**src/rtl/mac_pipe_if.sv**
```systemverilog
// mac_pipe_if: operand/control input and result output handshake bundle for mac_pipe
interface mac_pipe_if #(
  parameter int W = 4,
  parameter int ACC_EXTRA = 4
);
  logic signed [W-1:0] in0;
  logic signed [W-1:0] in1;
  logic mode;
  logic clr_acc;
  logic in_valid;
  logic in_ready;
  logic signed [2*W+ACC_EXTRA-1:0] out0;
  logic out_valid;
  logic out_ready;
  logic overflow;
  modport master (
    output in0, in1, mode, clr_acc, in_valid, out_ready,
    input  in_ready, out0, out_valid, overflow
  );
  modport slave (
    input  in0, in1, mode, clr_acc, in_valid, out_ready,
    output in_ready, out0, out_valid, overflow
  );
endinterface

```
**src/rtl/mac_pipe.sv**
```systemverilog
// mac_pipe: two-stage signed multiply / multiply-accumulate with valid/ready backpressure
module mac_pipe #(
  parameter int W = 4,
  parameter int ACC_EXTRA = 4
) (
  input logic clk,
  input logic reset,
  mac_pipe_if.slave bus
);
  localparam int OW = 2*W + ACC_EXTRA;
  logic signed [2*W-1:0] p1_q, p1_d;
  logic v1_q, v1_d, m1_q, m1_d, c1_q, c1_d;
  logic signed [OW-1:0] acc_q, acc_d, out0_q, out0_d;
  logic out_valid_q, out_valid_d, ovf_q, ovf_d;
  logic en, wr_acc, ovf;
  logic signed [OW-1:0] prod_x, base, sum;
  assign en = !out_valid_q || bus.out_ready;
  assign bus.in_ready = en;
  assign bus.out0 = out0_q;
  assign bus.out_valid = out_valid_q;
  assign bus.overflow = ovf_q;
  // Next state: the whole pipeline advances together only when the output slot can move
  always_comb begin
    prod_x = OW'(p1_q);
    base = c1_q ? '0 : acc_q;
    sum = base + prod_x;
    ovf = (base[OW-1] == prod_x[OW-1]) && (sum[OW-1] != base[OW-1]);
    wr_acc = en && v1_q && m1_q;
    p1_d = en ? bus.in0 * bus.in1 : p1_q;
    v1_d = en ? bus.in_valid : v1_q;
    m1_d = en ? bus.mode : m1_q;
    c1_d = en ? bus.clr_acc : c1_q;
    out_valid_d = en ? v1_q : out_valid_q;
    out0_d = (en && v1_q) ? (m1_q ? sum : prod_x) : out0_q;
    acc_d = wr_acc ? sum : acc_q;
    ovf_d = wr_acc ? ((!c1_q && ovf_q) || ovf) : ovf_q;
  end
  // State registers; reset drops in-flight samples and clears the running sum
  always_ff @(posedge clk) begin
    if (reset) begin
      p1_q <= '0;
      v1_q <= 1'b0;
      m1_q <= 1'b0;
      c1_q <= 1'b0;
      out_valid_q <= 1'b0;
      out0_q <= '0;
      acc_q <= '0;
      ovf_q <= 1'b0;
    end else begin
      p1_q <= p1_d;
      v1_q <= v1_d;
      m1_q <= m1_d;
      c1_q <= c1_d;
      out_valid_q <= out_valid_d;
      out0_q <= out0_d;
      acc_q <= acc_d;
      ovf_q <= ovf_d;
    end
  end
endmodule

```
**src/flat_wrapper.sv**
```systemverilog
// flat-port wrapper written by rule: the top's interface ports become plain ports
module mac_pipe_flat 
#(
  parameter int W = 4,
  parameter int ACC_EXTRA = 4
)
  (clk, reset, bus_in0, bus_in1, bus_mode, bus_clr_acc, bus_in_valid, bus_out_ready, bus_in_ready, bus_out0, bus_out_valid, bus_overflow);
  mac_pipe_if #(.W(W), .ACC_EXTRA(ACC_EXTRA)) bus_i ();
  input logic clk;
  input logic reset;
  input wire logic [$bits(bus_i.in0)-1:0] bus_in0;
  input wire logic [$bits(bus_i.in1)-1:0] bus_in1;
  input wire logic [$bits(bus_i.mode)-1:0] bus_mode;
  input wire logic [$bits(bus_i.clr_acc)-1:0] bus_clr_acc;
  input wire logic [$bits(bus_i.in_valid)-1:0] bus_in_valid;
  input wire logic [$bits(bus_i.out_ready)-1:0] bus_out_ready;
  output wire logic [$bits(bus_i.in_ready)-1:0] bus_in_ready;
  output wire logic [$bits(bus_i.out0)-1:0] bus_out0;
  output wire logic [$bits(bus_i.out_valid)-1:0] bus_out_valid;
  output wire logic [$bits(bus_i.overflow)-1:0] bus_overflow;
  assign bus_i.in0 = bus_in0;
  assign bus_i.in1 = bus_in1;
  assign bus_i.mode = bus_mode;
  assign bus_i.clr_acc = bus_clr_acc;
  assign bus_i.in_valid = bus_in_valid;
  assign bus_i.out_ready = bus_out_ready;
  assign bus_in_ready = bus_i.in_ready;
  assign bus_out0 = bus_i.out0;
  assign bus_out_valid = bus_i.out_valid;
  assign bus_overflow = bus_i.overflow;
  mac_pipe #(.W(W), .ACC_EXTRA(ACC_EXTRA)) u_core (.clk(clk), .reset(reset), .bus(bus_i));
endmodule
```
**config.mk**
```make
export PLATFORM = sky130hd
export DESIGN_NAME = mac_pipe_flat
export DESIGN_NICKNAME = d
export VERILOG_FILES = /design/src/rtl/mac_pipe_if.sv /design/src/rtl/mac_pipe.sv /design/src/flat_wrapper.sv
export SDC_FILE = /design/constraint.sdc
export NUM_CORES = 1
export LEC_CHECK = 0
export ABC_AREA = 1
export CAP_MARGIN = 5
export CORE_AREA = 3 3 89 91
export DETAILED_ROUTE_END_ITERATION = 10
export DIE_AREA = 0 0 92 94
export SLEW_MARGIN = 20
export SYNTH_ARGS = -nofsm -noshare
export SYNTH_HDL_FRONTEND = slang
export SYNTH_SLANG_ARGS = --single-unit
```
**constraint.sdc**
```tcl
create_clock -name clk -period 4.6 [get_ports clk]
set_clock_uncertainty 0.2 [all_clocks]
set_input_delay 0.69 -clock clk [delete_from_list [all_inputs] [get_ports clk]]
set_output_delay 0.69 -clock clk [all_outputs]
set_load 0.01 [all_outputs]
```
# Word level (Yosys, flattened, before mapping)
# Index checks and enable logic that the tools add are counted.
# word_totals
output_inout_bits	15
reg_bits	37
word_cells	22
inputBits	14
# op_classes
reduce_logical	8
eq_ne	2
mul	1
n_addsub	1
muxes	2
# op_table
operator	count
12-bit two-way mux	2
12-bit by 8-bit adder with 12-bit output	1
4-bit by 4-bit multiplier with 8-bit output	1
1-bit logical AND	4
1-bit zero test	2
1-bit logical OR	2
1-bit equality test	1
1-bit inequality test	1

# Longest topological paths before layout
# Gate-level depths: netlist (run 1).
# depth
ltp_word	5
depth_mapped	18
ltp_nobuf	18

# Worst setup path before layout (run 1)
# No wires, ideal clock.
# synth_path
path_type	input -> register
start	input port bus_in1[3]
end	register u_core.p1_q[7]
path_stages	17
required_time_ps	4281
t_arrival_ps	3625
setup_slack_ps	655
cell_sequence	inv_1 or2_2 fa_1 fa_1 fa_1 inv_1 ha_1 inv_1 fa_1 nor2_1 o21ai_0 nand2_1 nand2_1 nand2_1 nand2_1 nand2_1 a21oi_1
# synth_via
elab_chain_len	1
# synth_lines
item	line	text
start, declared	flat_wrapper.sv:12	input wire logic [$bits(bus_i.in1)-1:0] bus_in1;
4-bit by 4-bit multiplier with 8-bit output	mac_pipe.sv:29	p1_d = en ? bus.in0 * bus.in1 : p1_q;
end signal, assigned	mac_pipe.sv:50	p1_q <= p1_d;
end, declared	mac_pipe.sv:11	logic signed [2*W-1:0] p1_q, p1_d;
# Every way passes these cells.
# A chain may end at the register's enable or synchronous reset.

# Final worst setup path (run 1)
# Ends and elaborated chain as after synthesis.

==> results of run 1 <==
per-stage QoR:
step	worst slack (ps)	total power, uW	cells
2_1_floorplan	655	580	396
3_3_place_gp	139	652	517
3_5_place_dp	110	657	517
4_1_cts	410	929	524
5_1_grt	183	986	524
6_report	420	916	524
final timing paths:
check,slack (ps),to,cells after the start,start
worst max-delay path,420,u_core.p1_q[7],18,bus_in1[3]
worst max register to register,2210,u_core.bus.out0[6],10,u_core.c1_q
worst min-delay path,270,u_core.acc_q[5],2,u_core.acc_q[5]
worst min register to register,270,u_core.acc_q[5],2,u_core.acc_q[5]
registers in the layout (all words and copies together) (netlist names):
register              flops
u_core.acc_q             12
u_core.bus.out0          12
u_core.bus.out_valid      1
u_core.bus.overflow       1
u_core.c1_q               1
u_core.m1_q               1
u_core.p1_q               8
u_core.v1_q               1
final cells by class:
type / instances / area share
tap: 99 / 0.0383
clock inverter: 2 / 0.0108
timing repair buffer: 31 / 0.0937
inverter: 80 / 0.0945
clock buffer: 5 / 0.0213
multi-input combinational: 270 / 0.512
sequential: 37 / 0.229
power breakdown:
part	switching, uW	internal, uW	total [uW]
sequential	27.6	347	375
combinational	155	116	271
clock	113	158	270
total	295	620	916
tightest hold or removal path: stages (launching register included):
cell and delay [ps]:
dfxtp_1 310, nand2_1 60, a21oi_1 50
per-layer routing:
metal / GRT usage / vias to the layer above
li1: - / 1286
met1: 0.191 / 1062
met2: 0.227 / 33
met3: 0.0272 / 6
met4: 0.0272 / 0
met5: 0 / -
cell families (layout without fill, tap and decap cells):
| family | after synthesis | in the layout | synth area share |
|---|---|---|---|
| compound gates | 60 | 60 | 0.123 |
| xor+xnor | 6 | 6 | 0.0190 |
| simple gates | 171 | 171 | 0.281 |
| fa+ha+maj | 33 | 33 | 0.177 |
| flops | 37 | 37 | 0.268 |
| buf+inv | 89 | 118 | 0.132 |
layout by cell type, fill, tap and decap left out, types with 4 or more instances in the layout:
cell,n
nand2_1,103
clkdlybuf4s50_1,28
a21oi_1,31
a31oi_1,5
nand2_2,6
nand3_2,4
nor2_1,28
o21ai_0,13
clkbuf_8,5
nand3_1,16
a21oi_2,6
ha_1,23
dfxtp_1,37
nand4_1,4
inv_1,74
inv_2,4
xor2_1,5
fa_1,10
==> summary.txt, run 1 <==
Route
  • Vias: 2387
  • Drt via density: 4.56
  • DR WL met2: 2480 microns
  • Metal3 WL: 221 microns
  • Initial detailed-routing violation count: 116
  • Drc violations: 0
  • Met1 WL: 2820 microns
  • Total Wirelength: 5560 microns
  • Antenna viol nets, final: 0
  • Pre-antenna DRT Iters: 4
  • Max layer used: met4
  • Wire per inst: 10.6 microns

Setup path
  • Slowest-stage cell, CP: fa_1
  • Worst EP required: 4570 ps
  • Crit path cell chain: clkdlybuf4s50_1 > inv_1 > or2_2 > fa_1 > fa_1 > fa_1 > inv_1 > ha_1 > inv_1 > fa_1 > nor2_1 > o21ai_0 > nand2_1 > nand2_1 > nand2_1 > nand2_1 > nand2_1 > a21oi_1
  • Crit path launch type: primary input
  • Largest stage delay on the critical path: 560 ps
  • Most used cell, CP: nand2_1
  • CP Class: primary input to register
  • Top delay family on crit path: adder cells
  • Worst Path Buf+Inv: 4
  • Crit path DAT: 4150 ps
  • Crit path max fanout: 2
  • Crit end category: register

Global routing
  • Vias in the first global route: 2243
  • First-pass GRT wire length: 9940 microns
  • Initial antenna violation count: 0
  • Gr usage total: 0.139
  • Total grt overflow: 0
  • Largest net degree at the start of global routing: 28

Placement
  • DP Area: 0.00313 sq mm
  • Routability Congestion: 0.836
  • Port bufs: 28
  • DP HPWL: 4340 microns

Clocking
  • CTS hold repair buffers: 0
  • Number of setup buffers added after CTS: 0
  • Clk slew on worst S/H paths: 70 ps
  • CTS tree: done
  • # clock sinks: 37
  • Inserted Clock Buffers: 5
  • Clk_lat worst skew: 290 ps
  • Resize count post-CTS: 0
  • Worst-case clock buffer depth: 2
  • CTS root buf: clkbuf_8
  • H-tree depth: 2

Power
  • Leak Pwr: 0.00162 uW
  • Pwr dens: 283 mW/mm^2
  • Max IR drop VDD: 0.000197 V

Logic synthesis
  • Top-count cell post-synth: nand2_1
  • Dominant synthesized flop cell: dfxtp_1
  • Netlist cell types: 31
  • Post-synthesis register bit count: 37
  • Number of synthesized flops with an enable pin: 0
  • Ranking of synthesized cells by area: dfxtp_1 (27%), nand2_1 (14%), ha_1 (10%)
  • Average cell area after synthesis: 6.97 sq um
  • Seq/Total Area, Yosys: 0.268
  • Yosys warning count: 0
  • Synth top area share: 0.268
  • Async SR Flop Fraction: 0
  • Post-Synthesis Cell Area: 0.00276 sq mm
  • Most frequent cells after synthesis: nand2_1 (103), inv_1 (74), dfxtp_1 (37)
  • Gate count after technology mapping: 396
  • Syn nets: 443
  • Yosys top cell by area: dfxtp_1

Run status
  • Outcome: completed

Timing
  • Setup TNS: 0 ps
  • Final setup fails: 0
  • Pins Over Slew Limit: 0
  • Fmax: 0.239 GHz
  • Final Hold Fails: 0
  • Fin crit share: 0.909
  • Hold slack: 267 ps
  • RSZ-0062 raised after global routing: false
  • Max-slew headroom: 0.688
  • Fin crit period: 4180 ps
  • Tightest Pin Transition: 468 ps

Finish
  • ANT cells: 0
  • Layout net count: 472
  • Core Util, Final: 0.448
  • FF/Latch Area: 741 sq um
  • Area of the multi-input gates: 0.00166 sq mm
  • Fillers: 774
  • Final instance area: 0.00323 sq mm
  • Share of cells above drive strength 1: 0.0988
  • P&R area growth vs syn: 17.1%

Floorplanning
  • Die extent in x: 92 microns
  • Initial core utilization: 0.382
  • Die area: 0.00865 sq mm
  • I/O pin cnt: 29
  • Num rows: 31
  • Core Box Area: 0.00721 sq mm
  • Die height: 94 microns

Hold path
  • Worst hold path type: register to register

Job
  • MaxCap Viol Count: 0
(Power assumes the default switching activity.)
==> inputs of run 2 (changes only) <==
- DONT_BUFFER_PORTS: default -> 1
- SETUP_SLACK_MARGIN: default -> 0.5
==> summary.txt, run 2 (same netlist as run 1, synthesis figures left out) <==
Run status
  • Outcome: completed

Global routing
  • Met2 track utilization from global routing: 0.234
  • Largest net degree at the start of global routing: 28
  • Gr usage total: 0.140
  • Initial antenna violation count: 0
  • Total grt overflow: 0
  • First-pass GRT wire length: 9950 microns
  • Most Crowded Layer GR: met2
  • Vias in the first global route: 2247
  • Met3 usage: 0.0369
  • Met1 usage: 0.177

Placement
  • Placed cell count: 486
  • Port bufs: 0
  • DP Area: 0.00283 sq mm
  • DP HPWL: 4430 microns
  • Routability Congestion: 0.850

Setup path
  • Worst Path Buf+Inv: 3
  • R2R cell count: 10
  • Most used cell, CP: nand2_1
  • Crit path max fanout: 5
  • Largest stage delay on the critical path: 570 ps
  • Slowest-stage cell, CP: fa_1
  • Top delay family on crit path: adder cells
  • R2r endpoint: u_core.acc_q[6]
  • Crit path cell chain: inv_1 > or2_2 > fa_1 > fa_1 > fa_1 > inv_1 > ha_1 > inv_1 > fa_1 > nor2_1 > o21ai_0 > nand2_1 > nand2_1 > nand2_1 > nand2_1 > nand2_1 > a21oi_1
  • Crit end category: register
  • Crit path launch type: primary input
  • Critical Path Stages: 17
  • Critical Path Source: bus_in1[3]
  • Worst Setup EP: u_core.p1_q[7]
  • Crit path DAT: 3770 ps
  • Reg-to-Reg Start: u_core.c1_q
  • CP Class: primary input to register
  • Reg-to-reg setup timing slack: 2200 ps
  • Worst EP required: 4580 ps

Finish
  • Area of the multi-input gates: 0.00166 sq mm
  • ANT cells: 0
  • Most common cell after layout, fill and taps aside: nand2_1
  • Layout Cells excl Fill: 494
  • Layout net count: 441
  • Final instance area: 0.00292 sq mm
  • Share of cells above drive strength 1: 0.101
  • FF/Latch Area: 741 sq um
  • Fillers: 788
  • Commonest non-fill, non-tap cells in the layout: nand2_1 (103), inv_1 (74), dfxtp_1 (37), a21oi_1 (31), nor2_1 (28)
  • P&R area growth vs syn: 5.90%

Clocking
  • Clk slew on worst S/H paths: 80 ps
  • Inserted Clock Buffers: 5
  • # clock sinks: 37
  • CTS hold repair buffers: 0
  • Worst-case clock buffer depth: 2
  • H-tree depth: 2
  • CTS root buf: clkbuf_8
  • Clk_lat worst skew: 300 ps
  • CTS tree: done
  • Resize count post-CTS: 0
  • Number of setup buffers added after CTS: 0

Timing
  • RSZ-0062 raised after global routing: false
  • Pins Over Slew Limit: 0
  • Fin crit share: 0.822
  • Setup TNS: 0 ps
  • Final Hold Fails: 0
  • Max-slew headroom: 0.683
  • Final setup fails: 0
  • Fin crit period: 3780 ps
  • Fmax: 0.264 GHz
  • Tightest Pin Transition: 475 ps

Floorplanning
  • Initial core utilization: 0.382
  • Num rows: 31
  • I/O pin cnt: 29
  • Core Box Area: 0.00721 sq mm
  • Die area: 0.00865 sq mm
  • Die height: 94 microns
  • Die extent in x: 92 microns

Hold path
  • Worst hold path type: primary input to register
  • Hold_sp: reset

Power
  • Leak Pwr: 0.00150 uW
  • Pwr dens: 294 mW/mm^2
  • Max IR drop VDD: 0.000164 V

Route
  • Drt via density: 4.63
  • Antenna viol nets, final: 0
  • Total Wirelength: 5580 microns
  • Vias: 2289
  • Initial detailed-routing violation count: 60
  • Pre-antenna DRT Iters: 4
  • Wire per inst: 11.3 microns
  • Drc violations: 0

Job
  • MaxCap Viol Count: 0
## run 2: cell type report
class                      instances  share of cell area
multi-input combinational        270               0.567
sequential                        37               0.254
clock inverter                     2             0.00471
inverter                          80               0.104
clock buffer                       6              0.0283
tap                               99              0.0424
## run 2: stage by stage
step                total power [uW]  utilization  hold slack [ps]  setup WS, ps
floorplan                        580            -              244           655
global placement                 619        0.392              245           553
detailed placement               625        0.392              250           492
CTS                              869        0.405              247           803
global route                     929        0.405              232           522
finish                           859        0.405              246           818
## run 2: worst min path at each step
stage	end	slack, ps	cells after the start
6_report	u_core.acc_q[2]	250	1
5_1_grt	u_core.acc_q[0]	230	1
4_1_cts	u_core.acc_q[1]	250	1
3_5_place_dp	u_core.acc_q[3]	250	2
3_3_place_gp	u_core.acc_q[0]	250	2
2_1_floorplan	u_core.acc_q[10]	240	2
## run 2: metal layers
layer / vias to the layer above / part of all wire
met5: - / 0
met4: 0 / 0.012
met3: 9 / 0.048
met2: 33 / 0.46
met1: 1024 / 0.48
li1: 1223 / -
## run 2: worst register-to-register path, delay by kind of cell (launching register included)
| kind | cells | cell delay, ps |
|---|---|---|
| compound gates | 2 | 290 |
| fa+ha+maj | 2 | 680 |
| flops | 1 | 620 |
| simple gates | 6 | 540 |
## run 2: power breakdown
group | internal, uW | switching [uW]
Combinational | 91.9 | 139
Clock | 122 | 126
Sequential | 347 | 33.6
